$ cat src/rtl/sha2_pkg.sv
// SHA-2 round-constant tables, variant helpers and the sequencer state type.
// Shared by sha2_k_rom and sha2_k_sequencer.
package sha2_pkg;

  typedef enum logic {IDLE = 1'b0, RUN = 1'b1} kseq_state_e;

  localparam logic [31:0] K256 [0:63] = '{
    32'h428a2f98, 32'h71374491, 32'hb5c0fbcf, 32'he9b5dba5, 32'h3956c25b, 32'h59f111f1, 32'h923f82a4, 32'hab1c5ed5,
    32'hd807aa98, 32'h12835b01, 32'h243185be, 32'h550c7dc3, 32'h72be5d74, 32'h80deb1fe, 32'h9bdc06a7, 32'hc19bf174,
    32'he49b69c1, 32'hefbe4786, 32'h0fc19dc6, 32'h240ca1cc, 32'h2de92c6f, 32'h4a7484aa, 32'h5cb0a9dc, 32'h76f988da,
    32'h983e5152, 32'ha831c66d, 32'hb00327c8, 32'hbf597fc7, 32'hc6e00bf3, 32'hd5a79147, 32'h06ca6351, 32'h14292967,
    32'h27b70a85, 32'h2e1b2138, 32'h4d2c6dfc, 32'h53380d13, 32'h650a7354, 32'h766a0abb, 32'h81c2c92e, 32'h92722c85,
    32'ha2bfe8a1, 32'ha81a664b, 32'hc24b8b70, 32'hc76c51a3, 32'hd192e819, 32'hd6990624, 32'hf40e3585, 32'h106aa070,
    32'h19a4c116, 32'h1e376c08, 32'h2748774c, 32'h34b0bcb5, 32'h391c0cb3, 32'h4ed8aa4a, 32'h5b9cca4f, 32'h682e6ff3,
    32'h748f82ee, 32'h78a5636f, 32'h84c87814, 32'h8cc70208, 32'h90befffa, 32'ha4506ceb, 32'hbef9a3f7, 32'hc67178f2
  };

  localparam logic [63:0] K512 [0:79] = '{
    64'h428a2f98d728ae22, 64'h7137449123ef65cd, 64'hb5c0fbcfec4d3b2f, 64'he9b5dba58189dbbc,
    64'h3956c25bf348b538, 64'h59f111f1b605d019, 64'h923f82a4af194f9b, 64'hab1c5ed5da6d8118,
    64'hd807aa98a3030242, 64'h12835b0145706fbe, 64'h243185be4ee4b28c, 64'h550c7dc3d5ffb4e2,
    64'h72be5d74f27b896f, 64'h80deb1fe3b1696b1, 64'h9bdc06a725c71235, 64'hc19bf174cf692694,
    64'he49b69c19ef14ad2, 64'hefbe4786384f25e3, 64'h0fc19dc68b8cd5b5, 64'h240ca1cc77ac9c65,
    64'h2de92c6f592b0275, 64'h4a7484aa6ea6e483, 64'h5cb0a9dcbd41fbd4, 64'h76f988da831153b5,
    64'h983e5152ee66dfab, 64'ha831c66d2db43210, 64'hb00327c898fb213f, 64'hbf597fc7beef0ee4,
    64'hc6e00bf33da88fc2, 64'hd5a79147930aa725, 64'h06ca6351e003826f, 64'h142929670a0e6e70,
    64'h27b70a8546d22ffc, 64'h2e1b21385c26c926, 64'h4d2c6dfc5ac42aed, 64'h53380d139d95b3df,
    64'h650a73548baf63de, 64'h766a0abb3c77b2a8, 64'h81c2c92e47edaee6, 64'h92722c851482353b,
    64'ha2bfe8a14cf10364, 64'ha81a664bbc423001, 64'hc24b8b70d0f89791, 64'hc76c51a30654be30,
    64'hd192e819d6ef5218, 64'hd69906245565a910, 64'hf40e35855771202a, 64'h106aa07032bbd1b8,
    64'h19a4c116b8d2d0c8, 64'h1e376c085141ab53, 64'h2748774cdf8eeb99, 64'h34b0bcb5e19b48a8,
    64'h391c0cb3c5c95a63, 64'h4ed8aa4ae3418acb, 64'h5b9cca4f7763e373, 64'h682e6ff3d6b2b8a3,
    64'h748f82ee5defb2fc, 64'h78a5636f43172f60, 64'h84c87814a1f0ab72, 64'h8cc702081a6439ec,
    64'h90befffa23631e28, 64'ha4506cebde82bde9, 64'hbef9a3f7b2c67915, 64'hc67178f2e372532b,
    64'hca273eceea26619c, 64'hd186b8c721c0c207, 64'heada7dd6cde0eb1e, 64'hf57d4f7fee6ed178,
    64'h06f067aa72176fba, 64'h0a637dc5a2c898a6, 64'h113f9804bef90dae, 64'h1b710b35131c471b,
    64'h28db77f523047d84, 64'h32caab7b40c72493, 64'h3c9ebe0a15c9bebc, 64'h431d67c49c100d4c,
    64'h4cc5d4becb3e42b6, 64'h597f299cfc657e2a, 64'h5fcb6fab3ad6faec, 64'h6c44198c4a475817
  };

  function automatic int variant_w(input int v);
    return (v == 512) ? 64 : 32;
  endfunction

  function automatic int variant_rounds(input int v);
    return (v == 512) ? 80 : 64;
  endfunction

endpackage

$ cat src/rtl/sha2_k_rom.sv
// Combinational K[t] lookup for one lane; table chosen by VARIANT at elaboration.
module sha2_k_rom import sha2_pkg::*; #(
  parameter  int VARIANT = 256,
  localparam int W       = variant_w(VARIANT),
  localparam int ROUNDS  = variant_rounds(VARIANT),
  localparam int RND_W   = $clog2(ROUNDS)
) (
  input  logic [RND_W-1:0] i_idx,
  output logic [W-1:0]     o_k
);

  generate
    if (VARIANT == 512) begin : g_k512
      // 7-bit index reaches past entry 79; those codes never occur but read as zero.
      assign o_k = (i_idx < RND_W'(ROUNDS)) ? K512[i_idx] : '0;
    end else begin : g_k256
      assign o_k = K256[i_idx];
    end
  endgenerate

endmodule

$ cat src/rtl/sha2_k_sequencer.sv
// Streams SHA-2 round constants, LANES per beat, over a valid/ready port.
// Define KSEQ_PREADD_EN to add the w_in input and per-lane K+W output.
module sha2_k_sequencer import sha2_pkg::*; #(
  parameter  int VARIANT = 256,
  parameter  int LANES   = 1,
  localparam int W       = variant_w(VARIANT),
  localparam int ROUNDS  = variant_rounds(VARIANT),
  localparam int BEATS   = ROUNDS / LANES,
  localparam int RND_W   = $clog2(ROUNDS)
) (
  input  logic                 i_clk,
  input  logic                 i_rst_n,
  input  logic                 i_start,
  input  logic                 i_flush,
  output logic                 o_busy,
  output logic                 o_k_valid,
  input  logic                 i_k_ready,
  output logic [LANES*W-1:0]   o_k_data,
  output logic [RND_W-1:0]     o_k_round,
  output logic                 o_k_last
`ifdef KSEQ_PREADD_EN
  ,
  input  logic [LANES*W-1:0]   i_w_in,
  output logic [LANES*W-1:0]   o_kw_data
`endif
);

  localparam logic [RND_W-1:0] LAST_RND = RND_W'((BEATS - 1) * LANES);

  if (VARIANT != 256 && VARIANT != 512) begin : g_bad_variant
    $error("sha2_k_sequencer: VARIANT must be 256 or 512");
  end
  if (!(LANES == 1 || LANES == 2 || LANES == 4 || LANES == 8) || (ROUNDS % LANES) != 0) begin : g_bad_lanes
    $error("sha2_k_sequencer: LANES must be 1, 2, 4 or 8 and divide ROUNDS");
  end

  kseq_state_e r_state, w_next_state;
  logic [RND_W-1:0]   r_round, w_next_round;
  logic               r_last, w_next_last;
  logic [LANES*W-1:0] r_data;
  logic               w_hs, w_load;
  logic [LANES-1:0][W-1:0]     w_rom;
  logic [LANES-1:0][RND_W-1:0] w_idx;

  always_comb begin
    w_hs         = (r_state == RUN) && i_k_ready;
    w_next_state = r_state;
    w_next_round = r_round;
    w_load       = 1'b0;
    if (i_flush) begin
      w_next_state = IDLE;
      w_next_round = '0;
    end else if (i_start && (r_state == IDLE || (w_hs && r_last))) begin
      // Restart on the last handshake keeps the stream bubble-free.
      w_next_state = RUN;
      w_next_round = '0;
      w_load       = 1'b1;
    end else if (w_hs) begin
      if (r_last) begin
        w_next_state = IDLE;
        w_next_round = '0;
      end else begin
        w_next_round = r_round + RND_W'(LANES);
        w_load       = 1'b1;
      end
    end
    w_next_last = (w_next_state == RUN) && (w_next_round == LAST_RND);
  end

  // ROMs look up the round about to be presented so k_data stays registered.
  for (genvar j = 0; j < LANES; j++) begin : g_lane
    assign w_idx[j] = w_next_round + RND_W'(j);
    sha2_k_rom #(.VARIANT(VARIANT)) u_rom (
      .i_idx (w_idx[j]),
      .o_k   (w_rom[j])
    );
  end

  always_ff @(posedge i_clk) begin
    if (!i_rst_n) begin
      r_state <= IDLE;
      r_round <= '0;
      r_last  <= 1'b0;
      r_data  <= '0;
    end else begin
      r_state <= w_next_state;
      r_round <= w_next_round;
      r_last  <= w_next_last;
      if (w_load) r_data <= w_rom;
    end
  end

  assign o_busy    = (r_state == RUN);
  assign o_k_valid = (r_state == RUN);
  assign o_k_round = r_round;
  assign o_k_last  = r_last;
  assign o_k_data  = r_data;

`ifdef KSEQ_PREADD_EN
  for (genvar j = 0; j < LANES; j++) begin : g_preadd
    assign o_kw_data[j*W +: W] = r_data[j*W +: W] + i_w_in[j*W +: W];
  end
`endif

endmodule

$ cat config.mk
export PLATFORM = sky130hd
export DESIGN_NAME = sha2_k_sequencer
export DESIGN_NICKNAME = d
export VERILOG_FILES = /design/src/rtl/sha2_pkg.sv /design/src/rtl/sha2_k_rom.sv /design/src/rtl/sha2_k_sequencer.sv
export SDC_FILE = /design/constraint.sdc
export NUM_CORES = 1
export LEC_CHECK = 0
export BUFFER_PORTS_ARGS = -buffer_cell sky130_fd_sc_hd__buf_2
export CELL_PAD_IN_SITES_DETAIL_PLACEMENT = 1
export CELL_PAD_IN_SITES_GLOBAL_PLACEMENT = 2
export CORE_ASPECT_RATIO = 0.5
export CORE_MARGIN = 2
export CORE_UTILIZATION = 34
export CTS_CLUSTER_DIAMETER = 60
export CTS_CLUSTER_SIZE = 28
export DETAILED_ROUTE_END_ITERATION = 10
export GPL_TIMING_DRIVEN = 0
export PLACE_DENSITY_LB_ADDON = 0.1
export SYNTH_ARGS = -nofsm -noshare
export SYNTH_HDL_FRONTEND = slang
export SYNTH_SLANG_ARGS = --single-unit
$ cat constraint.sdc
create_clock -name i_clk -period 4.7 [get_ports i_clk]
set_clock_uncertainty 0.1 [all_clocks]
set_input_delay 0.235 -clock i_clk [delete_from_list [all_inputs] [get_ports i_clk]]
set_output_delay 0.235 -clock i_clk [all_outputs]
set_load 0.03 [all_outputs]
After elaboration in Yosys (flattened, before gate mapping)
Memory sizes are Yosys's and may differ from the RTL's. A register that Yosys moved wholly into a read port is not among the register bits.
Cells that the tools add are included.
{"block": "classes", "n_addsub": 1, "n_eq_ne": 1, "n_mux": 12, "bitwise": 2, "n_reduce_logical": 6}
{"cell": "$mux 6", "n": 4}
{"cell": "$mux 1", "n": 8}
{"cell": "$not 6->7", "n": 1}
{"cell": "$add 6x1->6 const B", "n": 1}
{"cell": "$eq 6x6->1 const B", "n": 1}
{"cell": "$logic_and 1x1->1", "n": 4}
{"cell": "$logic_not 1->1", "n": 1}
{"cell": "$logic_or 1x1->1", "n": 1}
{"cell": "$not 1->1", "n": 1}
{"block": "word_totals", "ff_bits": 8, "mem_bits_ro": 2048, "in_bits": 5, "out_inout_bits": 41, "n_memories": 1}
{"memory": "(name not given)", "words": 64, "word_bits": 32, "read_ports": 1, "rd_ports_with_merged_regs": 1, "wr": 0, "line": "sha2_k_rom.sv:17", "source": "assign o_k = K256[i_idx];"}

Logic depth before layout (Yosys ltp)
Gate-level depths: netlist of run 1.
{"block": "depth", "word_depth": 8, "depth_mapped": 15, "ltp_nobuf": 12}

Modules after synthesis
From an unflattened synthesis of run 1, not the netlist that was laid out.
{"block": "unflattened", "hier_cells": 672, "area_unflattened_um2": 4933.5}
{"module": "sha2_k_rom", "instances": 1, "cells_per_inst": 513, "area_each_um2": 3326.9}
{"module": "sha2_k_sequencer", "instances": 1, "cells_per_inst": 159, "area_each_um2": 1606.5}

Worst setup path after synthesis of run 1
Ideal clock, no wire load.
{"block": "synth_timing", "kind": "register to register", "startpoint": "register r_state, in the netlist o_busy", "endpoint": "register r_data[28], in the netlist o_k_data[28]", "setup_ns": 0.071, "t_arrival_ns": 3.401, "required_ns": 4.529, "path_slack_ns": 1.128, "stages_incl_launch_ff": 14, "path_buffers": 2, "synth_period_minus_slack_ns": 3.572, "path_cell_list": "dfxtp_1 > buf_4 > a21bo_1 > a21oi_2 > nand2_2 > inv_1 > ha_1 > clkbuf_1 > or2_2 > nor2_1 > o311ai_0 > o22ai_1 > or4_1 > a21oi_1"}
{"block": "synth_via", "elab_chain_cells": 7}
{"element": "start, declared", "line": "sha2_k_sequencer.sv:37", "source": "kseq_state_e r_state, w_next_state;"}
{"element": "start signal, assigned", "line": "sha2_k_sequencer.sv:86", "source": "r_state <= w_next_state;"}
{"element": "$logic_and 1x1->1", "line": "sha2_k_sequencer.sv:46", "source": "w_hs = (r_state == RUN) && i_k_ready;"}
{"element": "$logic_and 1x1->1", "line": "sha2_k_sequencer.sv:53", "source": "end else if (i_start && (r_state == IDLE || (w_hs && r_last))) begin"}
{"element": "$logic_or 1x1->1", "line": "sha2_k_sequencer.sv:53"}
{"element": "$logic_and 1x1->1", "line": "sha2_k_sequencer.sv:53"}
{"element": "$mux 6 *", "line": "sha2_k_sequencer.sv:53"}
{"element": "$mux 6 *", "line": "sha2_k_sequencer.sv:50", "source": "if (i_flush) begin"}
{"element": "named net g_lane[0].u_rom.i_idx[1]", "line": "sha2_k_rom.sv:8", "source": "input logic [RND_W-1:0] i_idx,"}
{"element": "$not 6->7 (not written as such) *", "line": "sha2_k_rom.sv:17"}
{"element": "end, declared", "line": "sha2_k_sequencer.sv:40", "source": "logic [LANES*W-1:0] r_data;"}
Mark *: on every way through the listed nets, which the timed path passes. The rest lies on a longest branch.
A chain may end at the register's enable or synchronous reset.

Worst setup path after layout of run 1
{"block": "layout_timing", "startpoint": "register r_state, in the netlist o_busy", "endpoint": "register r_data[13], in the netlist o_k_data[13]"}
The elaborated chain is that of the path after synthesis.

==> results of run 1 <==
-- path summary, 6_finish.rpt --
check                            start                        end  slack [ns]  cells past startpoint
max                  o_busy$_SDFF_PN0_  o_k_data[13]$_SDFFE_PN0P_       -0.01                     13
max reg2reg          o_busy$_SDFF_PN0_  o_k_data[13]$_SDFFE_PN0P_       -0.01                     13
min                            i_flush          o_busy$_SDFF_PN0_        0.13                      2
min reg2reg  o_k_data[28]$_SDFFE_PN0P_  o_k_data[28]$_SDFFE_PN0P_        0.36                      2
-- cell usage after synthesis (9+ instances only) --
cell type  instances
dfxtp_1           40
nor2_1            64
o221ai_1           9
o211ai_1          24
a211oi_1          17
nand3_1           31
ha_1              16
nor3_1            15
nand2_1           89
clkbuf_1          43
a21oi_1           61
buf_2             21
o21ai_0           72
o22ai_1            9
a31oi_1           35
-- layout make-up --
cell class                      instances  area, sq um
Buffer                                 74          353
Clock inverter                          3         46.3
Timing Repair Buffer                   46          235
Tap cell                              176          220
Antenna cell                            3         7.51
Fill cell                            1755         8170
Sequential cell                        40          801
Inverter                                7         31.3
Clock buffer                            5          125
Multi-Input combinational cell        580         3490
-- logic make-up (layout without fill, tap and decap cells) --
family,after synthesis,count (layout)
simple gates,241,241
buf+inv,82,135
other cells,0,3
flops,40,40
mux,7,7
fa+ha+maj,16,16
xor+xnor,1,1
compound gates,315,315
-- registers in the layout, indices dropped and copies added, names as in the netlist --
name and count:
o_busy 1, o_k_data 32, o_k_last 1, o_k_round 6
-- layer usage --
metal,GRT usage,vias to the layer above
met5,0.0368,-
li1,-,2789
met3,0.290,217
met4,0.186,6
met1,0.601,3353
met2,0.602,802
-- worst max-delay path, cell delays in order (launching register included) --
cell,delay (ns)
dfxtp_1,0.47
buf_4,0.21
a21bo_1,0.24
a21oi_2,0.39
nand2_2,0.35
clkinv_2,0.38
ha_1,0.21
clkbuf_1,0.48
clkbuf_2,0.46
nand2_1,0.10
nand3_1,0.11
o311ai_0,0.20
a211oi_1,0.73
nor3_1,0.11
-- metrics by stage --
step	instance area, sq um	TNS [ns]	power (mW)	std cells	hold slack (ns)
floorplan	4660	0	0.461	702	0.216
global placement	5100	-0.283	0.515	922	0.337
detailed placement	5100	-0.0849	0.517	922	0.352
CTS	5280	0	0.935	930	0.130
global route	5300	0	0.963	931	0.145
finish	5310	-0.0133	0.943	934	0.128
-- power by group through the flow --
stage                     clock network [mW]  logic (mW)  registers, mW
after global placement                     0       0.146          0.369
after floorplan                            0      0.0611          0.400
final                                  0.426       0.154          0.362
after CTS                              0.425       0.148          0.363
after detailed placement                   0       0.147          0.370
after global routing                   0.439       0.160          0.364
-- timing repair --
action,CTS,global route
cloned,0,0
endpoints found under the setup margin,4,21
resized for setup,2,8
buffers inserted,0,2
==> parameters.txt, run 1 <==
Parameter                              Value

Timing
  Fmax ... 212 MHz
  Unrepaired setup endpoints after global routing ... false
  Relative max-transition margin ... 0.238
  Final setup margin ... -0.0133 ns
  Final Slew Violations ... 0
  Final clock period utilization by the worst path ... 1.00
  Period minus WS final ... roughly 4.7 ns
  Hold Vio Cnt, Final ... 0
  Transition time of the tightest slew-check pin ... approximately 1.1 ns
  Count of final setup violators ... 1

GRT
  Global-route wire length before repair ... about 48,000 um
  Vias in the first global route ... between 6,000 and 7,000
  Global route total overflow ... 0
  Number of antenna violations at the first check in global routing ... 1
  GRT Resource Usage Total ... 0.464
  Maximum number of pins on one net before global-route repair ... 15

Floorplanning
  Rows ... 30
  Die height ... 86.8 um
  Area of the die ... roughly 15,000 sq um
  Area of the core region ... 13,500 sq um
  IO Pins ... 46
  Horizontal extent of the die ... 170 um
  Starting utilization of the core area ... 0.346

Critical path
  Arrival time of the worst setup path ... approximately 4.8 ns
  Critical Path End Type ... flip-flop
  Startpoint Class ... flip-flop
  Data required time at the worst endpoint ... 4.75 ns
  Critical Setup Path Class ... reg2reg
  Critical-path maximum fanout ... 13

Power and ir drop
  Internal portion of total power ... 646 uW
  Switching component of the power ... ~300 uW
  Leak pwr ... 1.93 nW
  Maximum vdd ir drop ... 0.133 mV
  Switching Fraction ... 0.314
  Logic pwr share ... 0.164
  Power density over cell area ... about 180 nW/um^2
  Fraction of power consumed by sequential logic ... 0.384
  Part of the total power dissipated in the clock network ... 0.452

Yosys
  Number of synthesized flops with an enable pin ... 0
  Most used flip-flop cell after synthesis ... dfxtp_1
  Mux cell area share after synthesis ... 0.0161
  Portion of synthesized cell area occupied by the leading cell type ... 0.172
  Post-Synthesis Cells ... roughly 700
  Dominant combinational cell family by area after synthesis ... compound AO/OA/AOI/OAI gates
  Post-synthesis adder-cell area fraction ... 0.0429
  Post-synthesis sequential element count ... 40
  Complex-gate fraction of the synthesized area ... 0.447
  Area fraction in and, or, nand and nor cells after synthesis ... 0.239
  Syn Std Cell Area ... 4660 sq um
  Synthesized netlist net count ... roughly 720
  Synth Area in XOR/XNOR ... 0.00188
  Yosys warns ... 0
  Leading cell types by total area after synthesis ... dfxtp_1 (17%), o21ai_0 (7.7%), nand2_1 (7.2%)
  Unique cell type count in the Yosys netlist ... between 70 and 80
  Avg Cell Area, Syn ... 6.64 sq um
  Fraction of synthesis flops using an asynchronous set or reset pin ... 0
  Cell taking the most area after synthesis ... dfxtp_1
  Register area share after synthesis ... 0.172

Finish
  Number of nets in the layout ... between 700 and 800
  Leading cell type in the layout, fill and taps excluded ... nand2_1
  Proportion of layout cells with a drive suffix above 1 ... 0.146
  Highest-count cells in the layout ignoring fill and taps ... nand2_1 (88), o21ai_0 (72), buf_2 (65)
  Core occupancy in the finished layout ... 0.394
  Area overhead of the layout relative to synthesis ... 13.8%

Status
  Violated checks ... negative setup slack
  Status ... finished, violations left

CTS
  Root Buffer ... clkbuf_16
  # hold bufs at CTS ... 0
  Clock transition at path regs ... about 0.070 ns
  Clock tree buffer depth ... 2
  CTS tree ... built
  CTS Buf Count ... 5
  Maximum level of the CTS H-tree ... 2
  Clock latency of the later-clocked register in the worst-skew pair ... approximately 0.3 ns
  Number of clock sinks ... 40

Flow run
  Max capacitance violation total ... 0

Drt
  Drt first pass iters ... 10
  Met2 routed wirelength ... approximately 12,000 um
  Vias ... 7,167
  Wire length on met3 ... 6790 um
  Final routed wirelength across all metal layers ... 34,400 um
  Uppermost routed layer ... met5
  First-iteration detailed-routing DRC count ... about 1,500
  Routed wire per std cell ... around 37 um
  Antenna violation net count after detailed routing ... 0
  Vias/cell ... 7.67
  Count of unresolved DRC violations after routing ... 0
  M1 WL ... about 13,000 um

Place
  GPL Wtd Cong ... around 1.1
  DP Worst Slack ... -0.0602 ns
  Buffers added on ports ... 44
  Post-DP HPWL ... around 25,000 um

Worst hold path
  Worst Hold Class ... in2reg
No activity file was read; power rests on OpenSTA's default activity.
==> inputs of run 2 (changes only) <==
--- a/config.mk
+++ b/config.mk
@@ -8,7 +8,7 @@
 export BUFFER_PORTS_ARGS = -buffer_cell sky130_fd_sc_hd__buf_2
 export CELL_PAD_IN_SITES_DETAIL_PLACEMENT = 1
 export CELL_PAD_IN_SITES_GLOBAL_PLACEMENT = 2
-export CORE_ASPECT_RATIO = 0.5
+export CORE_ASPECT_RATIO = 0.75
 export CORE_MARGIN = 2
 export CORE_UTILIZATION = 34
 export CTS_CLUSTER_DIAMETER = 60
==> parameters.txt, run 2 (synthesis results as in run 1) <==
Parameter                              Value

Status
  Status ... finished, violations left
  Violated checks ... negative setup slack

CTS
  Clock latency of the later-clocked register in the worst-skew pair ... a little over 0.3 ns
  Clock tree buffer depth ... 2
  CTS Buf Count ... 5
  Clock transition at path regs ... roughly 0.06 ns
  CTS tree ... built
  Maximum level of the CTS H-tree ... 2
  Root Buffer ... clkbuf_16
  Number of clock sinks ... 40

Worst hold path
  End point of the worst hold path ... o_busy$_SDFF_PN0_
  Worst Hold Class ... in2reg
  Count of cells along the worst hold path ... 2
  Critical hold path startpoint ... i_flush

Floorplanning
  Starting utilization of the core area ... 0.344
  IO Pins ... between 40 and 50
  Die height ... about 110 um
  Horizontal extent of the die ... 139 um
  Area of the core region ... roughly 14,000 sq um
  Rows ... 37
  Area of the die ... 14,700 sq um

Timing
  Final clock period utilization by the worst path ... 1.02
  Relative max-transition margin ... 0.135
  Transition time of the tightest slew-check pin ... approximately 1.3 ns
  Final setup margin ... -0.0743 ns
  Unrepaired setup endpoints after global routing ... false
  Count of final setup violators ... 2
  Fin Setup TNS ... -0.0760 ns
  Period minus WS final ... 4.77 ns
  Final Slew Violations ... 0
  Fmax ... around 210 MHz
  Hold Vio Cnt, Final ... 0

Critical path
  Worst setup startpoint ... o_busy$_SDFF_PN0_
  Arrival time of the worst setup path ... 4.92 ns
  Most frequent CP cell ... buf_4
  Startpoint of the most critical register-to-register path ... o_busy$_SDFF_PN0_
  Critical Path End Type ... flip-flop
  Worst reg-to-reg setup slack ... -0.07 ns
  Largest stage delay on the critical path ... around 0.71 ns
  Slowest cell on crit path ... a221oi_1
  Critical Setup Path Class ... reg2reg
  Startpoint Class ... flip-flop
  Cells along the critical path ... buf_4 > a21bo_1 > a21oi_2 > nand2_2 > clkinvlp_4 > buf_4 > ha_1 > clkbuf_2 > nand2_1 > a21o_1 > a221oi_1 > a31oi_1 > a21oi_1
  Reg-to-reg critical path endpoint ... o_k_data[10]$_SDFFE_PN0P_
  Data required time at the worst endpoint ... slightly below 5 ns
  Critical-path maximum fanout ... 13
  Cell count of the worst reg-to-reg path ... 13

Place
  GPL Wtd Cong ... between 1 and 1.5
  Buffers added on ports ... 44
  Post-DP HPWL ... about 25,000 um
  DP Worst Slack ... -0.347 ns

Power and ir drop
  Power density over cell area ... approximately 170 nW/um^2
  Maximum vdd ir drop ... around 0.11 mV
  Leak pwr ... roughly 1.9 nW

GRT
  Maximum number of pins on one net before global-route repair ... 14
  Global route total overflow ... 0
  Global-route wire length before repair ... slightly below 50,000 um
  Vias in the first global route ... between 6,000 and 7,000
  GRT Resource Usage Total ... 0.460
  Number of antenna violations at the first check in global routing ... 3

Finish
  Number of nets in the layout ... between 700 and 800
  Highest-count cells in the layout ignoring fill and taps ... nand2_1 (88), o21ai_0 (72), buf_2 (65)
  Proportion of layout cells with a drive suffix above 1 ... 0.146
  Core occupancy in the finished layout ... 0.390
  Leading cell type in the layout, fill and taps excluded ... nand2_1
  Filler Cell Count ... between 1,500 and 2,000
  Number of flip-flops in the largest register ... 32
  Area overhead of the layout relative to synthesis ... 13.4%

Drt
  Vias/cell ... between 7 and 8
  Uppermost routed layer ... met5
  Drt first pass iters ... 7
  M1 WL ... about 13,000 um
  First-iteration detailed-routing DRC count ... 1,490
  Final routed wirelength across all metal layers ... ~35,000 um
  Antenna violation net count after detailed routing ... 0
  Met2 routed wirelength ... approximately 13,000 um
  Count of unresolved DRC violations after routing ... 0
  Wire length on met3 ... slightly above 6000 um
  Routed wire per std cell ... 37.4 um
  Vias ... approximately 7,400

Flow run
  Max capacitance violation total ... 0
[run 2: cell count changes in the layout (fill, tap and decap cells not counted), sizes merged]
cell and change:
buf +1, inv -1, bufinv -1
[run 2: metrics by stage]
stage / cell area (sq um) / std cells / total power, mW / hold slack (ns)
3_5_place_dp: 5100 / 921 / 0.518 / 0.353
4_1_cts: 5280 / 931 / 0.896 / 0.142
6_report: 5290 / 932 / 0.903 / 0.142
3_3_place_gp: 5100 / 921 / 0.515 / 0.341
5_1_grt: 5280 / 930 / 0.916 / 0.169
2_1_floorplan: 4660 / 702 / 0.461 / 0.216
[run 2: routing by layer]
metal / vias to the layer above / GRT usage
met5: - / 0.0140
met1: 3502 / 0.594
met3: 238 / 0.241
met2: 823 / 0.612
li1: 2795 / -
met4: 4 / 0.240
[run 2: worst max-delay path: cells and delay by family, from the launching register on]
kind | cells | cell delay (ns)
buffers and inverters | 4 | 0.98
adders and majority gates | 1 | 0.19
DFF | 1 | 0.49
AOI/OAI and AO/OA | 6 | 2.14
and+or+nand+nor | 2 | 0.80
[run 2: power breakdown]
| group | leakage, nW | total [mW] | switching [mW] | internal, mW |
|---|---|---|---|---|
| logic | 1.53 | 0.154 | 0.116 | 0.0389 |
| clock network | 0.0702 | 0.386 | 0.173 | 0.213 |
| registers | 0.327 | 0.363 | 0.00874 | 0.354 |
[run 2: what timing repair did]
action | in CTS | in global routing
setup endpoints to repair | 11 | 11
hold buffers | 0 | 0
gates resized for setup | 5 | 7
buffers inserted | 2 | 0
[run 2: worst max path at each step]
stage / to / slack [ns] / cells past startpoint
6_report: o_k_data[10]$_SDFFE_PN0P_ / -0.07 / 13
5_1_grt: o_k_data[8]$_SDFFE_PN0P_ / 0.03 / 13
4_1_cts: o_k_data[8]$_SDFFE_PN0P_ / 0.03 / 12
3_5_place_dp: o_k_data[27]$_SDFFE_PN0P_ / -0.35 / 12
3_3_place_gp: o_k_data[10]$_SDFFE_PN0P_ / -0.34 / 12
2_1_floorplan: o_k_data[28]$_SDFFE_PN0P_ / 1.13 / 13
[run 2: cell type report]
| class | count | area [sq um] | share of cell area |
|---|---|---|---|
| multi-input cells | 580 | 3490 | 0.661 |
| clock inverters | 1 | 7.51 | 0.00142 |
| diodes | 3 | 7.51 | 0.00142 |
| inverters | 7 | 31.3 | 0.00592 |
| repair buffers | 46 | 235 | 0.0445 |
| clock buffers | 7 | 143 | 0.0270 |
| flip-flops and latches | 40 | 801 | 0.151 |
| plain buffers | 73 | 350 | 0.0663 |
| well taps | 175 | 219 | 0.0414 |
